### src/rtl/uart_rx_pkg.sv
// Shared types and defaults for the UART RX controller and its sampler.
package uart_rx_pkg;

    typedef enum logic [2:0] {
        IDLE,
        START,
        DATA,
        PARITY,
        STOP
    } state_e;

    localparam int unsigned PRESCALE_8  = 8;
    localparam int unsigned PRESCALE_16 = 16;
    localparam int unsigned PRESCALE_32 = 32;

    localparam int unsigned DATA_WIDTH_DEF = 8;
    localparam int unsigned EDGE_W_DEF     = 6;
    localparam int unsigned BIT_W_DEF      = 4;

endpackage

### src/rtl/uart_rx_sampler.sv
// Three-point mid-bit capture of RX_IN with a 2-of-3 majority vote.
module uart_rx_sampler
    import uart_rx_pkg::*;
#(
    parameter int unsigned EDGE_W = EDGE_W_DEF
) (
    input  logic              CLK,
    input  logic              RST,
    input  logic              RX_IN,
    input  logic [EDGE_W-1:0] edge_cnt,
    input  logic [EDGE_W-1:0] prescale,
    output logic              sampled_bit
);

    logic [EDGE_W-1:0] mid;
    logic [2:0]        smp;

    assign mid = prescale >> 1;

    always_ff @(posedge CLK or negedge RST) begin
        if (!RST) begin
            smp <= '0;
        end else begin
            if (edge_cnt == mid - EDGE_W'(1)) smp[0] <= RX_IN;
            if (edge_cnt == mid)              smp[1] <= RX_IN;
            if (edge_cnt == mid + EDGE_W'(1)) smp[2] <= RX_IN;
        end
    end

    assign sampled_bit = (smp[0] & smp[1]) | (smp[0] & smp[2]) | (smp[1] & smp[2]);

endmodule

### src/rtl/uart_rx_ctrl.sv
// UART receive controller: start detection, deserialisation, parity/stop checks.
// Drives the external bit/edge counter and consumes its counts.
module uart_rx_ctrl
    import uart_rx_pkg::*;
#(
    parameter int unsigned DATA_WIDTH = DATA_WIDTH_DEF,
    parameter int unsigned EDGE_W     = EDGE_W_DEF,
    parameter int unsigned BIT_W      = BIT_W_DEF
) (
    input  logic                  CLK,
    input  logic                  RST,
    input  logic                  RX_IN,
    input  logic [EDGE_W-1:0]     Prescale,
    input  logic                  PAR_EN,
    input  logic                  PAR_TYP,
    input  logic [BIT_W-1:0]      bit_cnt,
    input  logic [EDGE_W-1:0]     edge_cnt,
    output logic                  cnt_enable,
    output logic [EDGE_W-1:0]     cnt_prescale,
    output logic [DATA_WIDTH-1:0] P_DATA,
    output logic                  data_valid,
    output logic                  par_err,
    output logic                  stp_err
);

    state_e                state;
    logic [DATA_WIDTH-1:0] shreg;
    logic                  par_en_q;
    logic                  par_typ_q;
    logic                  par_fail;
    logic                  sampled_bit;
    logic                  decision;
    logic                  last_data_bit;
    logic                  exp_parity;

    uart_rx_sampler #(
        .EDGE_W (EDGE_W)
    ) u_sampler (
        .CLK         (CLK),
        .RST         (RST),
        .RX_IN       (RX_IN),
        .edge_cnt    (edge_cnt),
        .prescale    (cnt_prescale),
        .sampled_bit (sampled_bit)
    );

    assign decision      = (edge_cnt == cnt_prescale - EDGE_W'(1));
    assign last_data_bit = (bit_cnt == BIT_W'(DATA_WIDTH));
    assign exp_parity    = (^shreg) ^ par_typ_q;

    always_ff @(posedge CLK or negedge RST) begin
        if (!RST) begin
            state        <= IDLE;
            cnt_enable   <= 1'b0;
            cnt_prescale <= EDGE_W'(PRESCALE_8);
            P_DATA       <= '0;
            data_valid   <= 1'b0;
            par_err      <= 1'b0;
            stp_err      <= 1'b0;
            shreg        <= '0;
            par_en_q     <= 1'b0;
            par_typ_q    <= 1'b0;
            par_fail     <= 1'b0;
        end else begin
            data_valid <= 1'b0;
            par_err    <= 1'b0;
            stp_err    <= 1'b0;
            case (state)
                IDLE: begin
                    if (!RX_IN) begin
                        state        <= START;
                        cnt_enable   <= 1'b1;
                        cnt_prescale <= Prescale;
                        par_en_q     <= PAR_EN;
                        par_typ_q    <= PAR_TYP;
                        par_fail     <= 1'b0;
                    end
                end
                START: begin
                    if (decision) begin
                        if (sampled_bit) begin
                            state      <= IDLE;
                            cnt_enable <= 1'b0;
                        end else begin
                            state <= DATA;
                        end
                    end
                end
                DATA: begin
                    // line order is LSB first, so each bit enters at the MSB
                    if (decision) begin
                        shreg <= {sampled_bit, shreg[DATA_WIDTH-1:1]};
                        if (last_data_bit) state <= par_en_q ? PARITY : STOP;
                    end
                end
                PARITY: begin
                    if (decision) begin
                        par_fail <= (sampled_bit != exp_parity);
                        state    <= STOP;
                    end
                end
                STOP: begin
                    if (decision) begin
                        state      <= IDLE;
                        cnt_enable <= 1'b0;
                        stp_err    <= ~sampled_bit;
                        par_err    <= par_fail;
                        if (sampled_bit && !par_fail) begin
                            data_valid <= 1'b1;
                            P_DATA     <= shreg;
                        end
                    end
                end
                default: begin
                    state      <= IDLE;
                    cnt_enable <= 1'b0;
                end
            endcase
        end
    end

endmodule

### config.mk
export PLATFORM = sky130hd
export DESIGN_NAME = uart_rx_ctrl
export DESIGN_NICKNAME = d
export VERILOG_FILES = /design/src/rtl/uart_rx_pkg.sv /design/src/rtl/uart_rx_sampler.sv /design/src/rtl/uart_rx_ctrl.sv
export SDC_FILE = /design/constraint.sdc
export NUM_CORES = 1
export LEC_CHECK = 0
export ABC_AREA = 1
export CORE_ASPECT_RATIO = 1.2
export CORE_MARGIN = 8
export CORE_UTILIZATION = 52
export CTS_CLUSTER_SIZE = 14
export DETAILED_ROUTE_END_ITERATION = 8
export PLACE_DENSITY = 0.76
export SETUP_SLACK_MARGIN = 0.4
export SYNTH_ARGS = -nofsm -noshare
export SYNTH_HDL_FRONTEND = slang
export SYNTH_SLANG_ARGS = --single-unit
### constraint.sdc
create_clock -name CLK -period 2.2 [get_ports CLK]
set_input_delay 0.44 -clock CLK [delete_from_list [all_inputs] [get_ports CLK]]
set_output_delay 0.44 -clock CLK [all_outputs]
set_load 0.1 [all_outputs]
==> run metrics, run 1 <==
status=finished, final reports clean; Total GRT Usage=0.1707; Slew Limit Fails=0; Reg power frac=0.264; TritonCTS clock tree=done; Syn Inst Count=289; syn_nets=314; Detail Placement HPWL=3695 µm; total chip power=slightly below 4000 µW; critical path capture point type=register; non-filler cells, final=398; Initial Util=0.5416; post-synthesis cell area=0.002135 mm²; largest family of logic cells by synthesized area=simple AND/OR/NAND/NOR gates; compound-gate portion of the synthesized area=0.09965; Pleak=around 0.0014 µW; worst relative slew slack=0.6479; Sink Count=35; CP arrival=about 2.0 ns; Routed WL=roughly 5300 µm; die extent in y=86.19 µm; Adder-Cell Fraction of Synth Area=0.02345; Async SR Flop Fraction=1.000; min cycle time layout=1.847 ns; class of the most critical setup path=register to register; Synth Register Bits=35; multiplexer area fraction after synthesis=0; number of flops mapped to enable cells by yosys=0; total global routing overflow=0; 1st-iter DRT viols=86; synthesized area per cell=7.386 µm²; Synth Warn #=0; largest net degree at the start of global routing=18; Vias/cell=4.987; Worst Setup Start Kind=register; Setup-failing EPs final=0; skew final=0.007775 ns; area of the die=0.006419 mm²; clk_lat worst skew=0.29 ns; WP data required=2.39 ns; Placed Cells=383; Avg WL per Cell=13.37 µm; RePlAce Congestion=0.8258; Post-synth top flop=dfrtp_1; # hold bufs at CTS=0; routed vias=1,985; Tcrit/Tclk final=0.8395; Hold Violations, Final=0; unrepaired setup endpoints after global routing=true; Inserted Diodes=0; Post-Synth Simple-Gate Area=0.2749; WHS=0.4596 ns; Logic pwr share=0.586; Final ANT Viol Nets=0; worst ir drop on vdd=0.0009560 V; highest achievable clock rate=541.5 MHz; Num CTS Buffers=5; Die X=74.49 µm; Yosys cell types=32; initial antenna violation count=0; Slew @ Worst Pin=around 0.53 ns; # IOs=39; synthesis-to-finish area growth=36.46%; worst min path class=primary input to async pin; post-synthesis sequential area ratio=0.4109; clock network fraction of total power=0.150; setup tns final=0 ns; DR DRC count=0; Std-Cell Rows=25; P_sw=1973 µW; P_int=1958 µW; power per cell area=1349 mW/mm²; I/O Buffers=38; Reg clk slew, reported paths=~0.080 ns; H-tree levels=2; Worst Path Max Fanout=8; number of global-route vias before repair=1,889; CTS Buffer Depth=2; 1st-pass router iterations=4; XOR/XNOR Fraction of Synth Area=0.07386; Layout Nets=368; core outline area=0.003941 mm²; switching share of power=0.5019; fraction of layout cells with a size suffix above 1=0.2500; global-route wire length before repair=8556 µm; max cap viols=0; CTS Root Cell=clkbuf_8
## critical path: stages (launching register included)
cell and delay (ns):
dfrtp_4 0.51, inv_6 0.10, ha_4 0.15, inv_1 0.07, nor3_4 0.16, a21o_1 0.15, nand2_2 0.08, nand2_4 0.13
clkinv_8 0.10, nand2_4 0.11, nand2_1 0.07, o21ai_2 0.06, inv_1 0.05
## layer usage
metal  wire [µm]  track usage
met5           0            0
met4          79      0.05714
met3         256      0.05196
met2        2828       0.2971
met1        2157       0.1888
## cell usage after synthesis, types with 4 or more instances
library cell / instances / area, µm²
o21ai_0: 14 / 70.07
ha_1: 4 / 50.05
nand3_1: 18 / 90.09
xnor2_1: 9 / 78.83
xor2_1: 9 / 78.83
nand2_1: 73 / 274.0
dfrtp_1: 34 / 850.8
o21ai_1: 12 / 60.06
nor2_1: 26 / 97.59
inv_1: 53 / 198.9
a21oi_1: 5 / 25.02
## final cells by class
cell class,instances,area (µm²)
Clock buffer,5,68.82
Clock inverter,3,43.79
Fill cell,314,1028
Inverter,57,239.0
Multi-Input combinational cell,194,1161
Sequential cell,35,894.6
Tap cell,54,67.56
Timing Repair Buffer,50,437.9
## state kept, by name, indices dropped and copies added, names as in the netlist
| register | cells |
|---|---|
| data_valid | 1 |
| par_fail | 1 |
| par_err | 1 |
| par_typ_q | 1 |
| state | 3 |
| cnt_enable | 1 |
| shreg | 8 |
| u_sampler.smp | 3 |
| par_en_q | 1 |
| P_DATA | 8 |
| cnt_prescale | 6 |
| stp_err | 1 |
## cell usage in the layout, fill, tap and decap left out, types with 3 or more instances in the layout
master,n
ha_4,3
nor2_4,4
o21ai_1,5
xnor2_1,9
nand3_1,18
xor2_1,9
nand2_2,8
inv_2,3
a21oi_2,4
dfrtp_4,3
buf_4,29
o21ai_0,14
nor3_1,3
clkbuf_8,5
nand2_1,66
nor2_1,21
a21oi_1,4
dfrtp_1,29
clkdlybuf4s50_1,20
inv_1,50
o21ai_2,7
## cell families after synthesis
kind of cell	Yosys count
and+or+nand+nor	133
adders and majority gates	4
DFF	35
buffers and inverters	61
AOI/OAI and AO/OA	38
xor gates and xnor gates	18
## path summary, 6_finish.rpt
path	startpoint	to	slack, ns	cells after the start
max in group asynchronous	RST	cnt_prescale[3]	1.15	2
min	RST	P_DATA[4]	0.46	1
max reg2reg	cnt_prescale[1]	P_DATA[4]	0.35	12
min in group CLK	cnt_enable	cnt_enable	0.48	2
min reg2reg	cnt_enable	cnt_enable	0.48	2
max	cnt_prescale[1]	P_DATA[4]	0.35	12
## stage by stage
step	area (µm²)	util	setup slack, ns
after floorplan	2176	-	0.1842
after global placement	2599	0.6594	0.1223
after detailed placement	2599	0.6594	0.05947
after CTS	2836	0.7197	0.3630
after global routing	2913	0.7390	0.2795
final	2913	0.7390	0.3531
## repair_timing
| action | 4_1_cts | 5_1_grt |
|---|---|---|
| gates cloned | 0 | 1 |
| buffers inserted | 5 | 1 |
| hold endpoints to repair | 0 | 0 |
| resized for setup | 20 | 16 |
| setup endpoints to repair | 22 | 25 |
| pin swaps | 4 | 7 |
## power by group through the flow
stage	Sequential, µW	Clock, µW	Combinational [µW]
after floorplan	1480	0	1110
after CTS	1030	594	2210
after detailed placement	1040	0	2020
after global routing	1060	621	2510
final	1040	589	2300
after global placement	1040	0	1990
Note: power is estimated with default switching activity, not from simulation.
==> run 2, diff against run 1 <==
Settings changed: CORE_UTILIZATION 52 to 47, PLACE_DENSITY 0.76 to 0.73.
Clock period 2.2 ns to 1.64 ns, I/O delays scaled along.
==> run metrics, run 2 (synthesized netlist as in run 1, its figures left out) <==
status=finished with violations; failing checks=negative setup slack; H-tree levels=2 (unchanged); Sink Count=35 (unchanged); Routed WL=7178 µm (+35%); Std-Cell Rows=27 (+8.0%); Worst Path Max Fanout=8 (unchanged); synthesis-to-finish area growth=72.16%; power per cell area=1825 mW/mm² (+35%); most common cell after layout, fill and taps aside=nand2_1; core outline area=0.004493 mm² (+14%); Detail Placement HPWL=4100 µm (+11%); Reg2Reg Depth=12 (unchanged); TritonCTS clock tree=done; register area=895.9 µm² (+0.14%); global-route wire length before repair=9577 µm (+12%); fillcell total=241 (-23%); WHS=0.3964 ns (-0.06321 ns); CP bufs+invs=3 (-1); Setup-failing EPs final=28 (+28); number of global-route vias before repair=2,101 (+11%); CP peak stage delay=0.51 ns (about the same); 1st-pass router iterations=4 (unchanged); worst path cell trace=inv_6 -> ha_4 -> nand2_1 -> nand2_1 -> nor2_1 -> nand3_2 -> nor2_4 -> nand2_4 -> inv_8 -> nand2_8 -> o21ai_1 -> inv_1; setup tns final=-8.574 ns (-8.574 ns); # IOs=39 (unchanged); CP arrival=2.26 ns (+0.22 ns); Layout Nets=403 (+9.5%); unrepaired setup endpoints after global routing=true; DR DRC count=0 (unchanged); Hold Violations, Final=0 (unchanged); worst min path class=primary input to async pin; Top Family by Delay on Critical Path=simple AND/OR/NAND/NOR gates; area of the die=0.006963 mm² (+8.5%); worst ir drop on vdd=0.001613 V (+69%); largest net degree at the start of global routing=36 (+18); Num CTS Buffers=5 (unchanged); Worst Setup Start Kind=register; Avg WL per Cell=16.43 µm (+23%); Final ANT Viol Nets=0 (unchanged); routed vias=2,307 (+16%); CP max stage cell=dfrtp_4; Top Registers=P_DATA: 8 flops, shreg: 8 flops, cnt_prescale: 6 flops; RePlAce Congestion=0.8402 (+1.7%); Worst path depth=12 (unchanged); 1st-iter DRT viols=149 (+73%); Slew @ Worst Pin=0.5556 ns (+0.02938 ns); CTS Root Cell=clkbuf_8; critical path capture point type=register; Multi-input gate area=0.001366 mm² (+18%); WP data required=1.83 ns (-0.56 ns); fraction of layout cells with a size suffix above 1=0.3958 (+0.1458); Inserted Diodes=0 (unchanged); total chip power=6705 µW (+71%); min cycle time layout=2.066 ns (+0.2195 ns); clk_lat worst skew=0.30 ns (about the same); Critical Path Most Common Cell=nand2_1; Vias/cell=5.279 (+5.8%); CTS Buffer Depth=2 (unchanged); Reg clk slew, reported paths=0.08 ns (about the same); highest achievable clock rate=483.9 MHz (-11%); Tcrit/Tclk final=1.260 (+0.4205); I/O Buffers=38 (unchanged); max cap viols=0 (unchanged); skew final=0.01169 ns (+0.003920 ns); Pleak=0.001800 µW (+25%); worst relative slew slack=0.6282 (-0.01966); die extent in y=89.83 µm (+4.2%); Die X=77.52 µm (+4.1%); Total GRT Usage=0.1671 (-0.003542); most frequent cells in the layout=nand2_1, inv_1, buf_4, dfrtp_1, buf_12; Final WS setup=-0.4264 ns (-0.7795 ns); class of the most critical setup path=register to register; Initial Util=0.4751 (-0.06651); initial antenna violation count=0 (unchanged); Slew Limit Fails=0 (unchanged); total global routing overflow=0 (unchanged); Core Util, Final=0.8179 (+0.07883)
run 2: cell types whose count changed in the layout (fill, tap and decap cells not counted), moves of 4 or more:
cell     change
nand2_1      -6
o21ai_1      +9
xnor2_1      -4
nand2_4      +6
o21ai_0     -11
nor2_1       -5
buf_6        +9
buf_12      +20
run 2: final timing paths:
kind	to	slack [ns]	start
worst max-delay path	P_DATA[5]	-0.43	cnt_prescale[1]
worst min-delay path	par_fail	0.40	RST
worst max register to register	P_DATA[5]	-0.43	cnt_prescale[1]
worst min register to register	u_sampler.smp[2]	0.52	u_sampler.smp[2]
max in group asynchronous	cnt_prescale[3]	1.00	RST
min in group CLK	u_sampler.smp[2]	0.52	u_sampler.smp[2]
run 2: stage by stage:
step	instances	area, µm²	worst slack, ns
floorplan	289	2211	-0.3758
global placement	410	3035	-0.3010
detailed placement	410	3035	-0.3569
CTS	422	3289	-0.1852
global route	437	3675	-0.5290
finish	437	3675	-0.4264
run 2: per-layer routing:
metal	wire, µm	track usage	share of wire	up-vias
li1	-	-	-	1080
met1	2576	0.1725	0.36	1101
met2	3910	0.3019	0.54	97
met3	408	0.04382	0.057	29
met4	282	0.08044	0.039	0
met5	0	0	0	-
run 2: where the power goes:
group / leakage (µW) / total [µW] / internal (µW) / switching [µW]
Combinational: 0.00136 / 4650 / 2030 / 2620
Clock: 0.0000412 / 629 / 297 / 332
Sequential: 0.000400 / 1430 / 1130 / 299
run 2: cell type report:
| type | count | share of cell area |
|---|---|---|
| clock buffers | 6 | 0.01975 |
| clock inverters | 2 | 0.003405 |
| repair buffers | 85 | 0.2785 |
| inverters | 57 | 0.06299 |
| multi-input cells | 194 | 0.3718 |
| flip-flops and latches | 35 | 0.2438 |
| well taps | 58 | 0.01975 |
run 2: timing repair:
| item | CTS | global route |
|---|---|---|
| pin swaps | 9 | 20 |
| hold buffers | 0 | 0 |
| endpoints found under the setup margin | 40 | 44 |
| cloned | 1 | 1 |
| gates resized for setup | 35 | 67 |
| setup buffers | 3 | 14 |
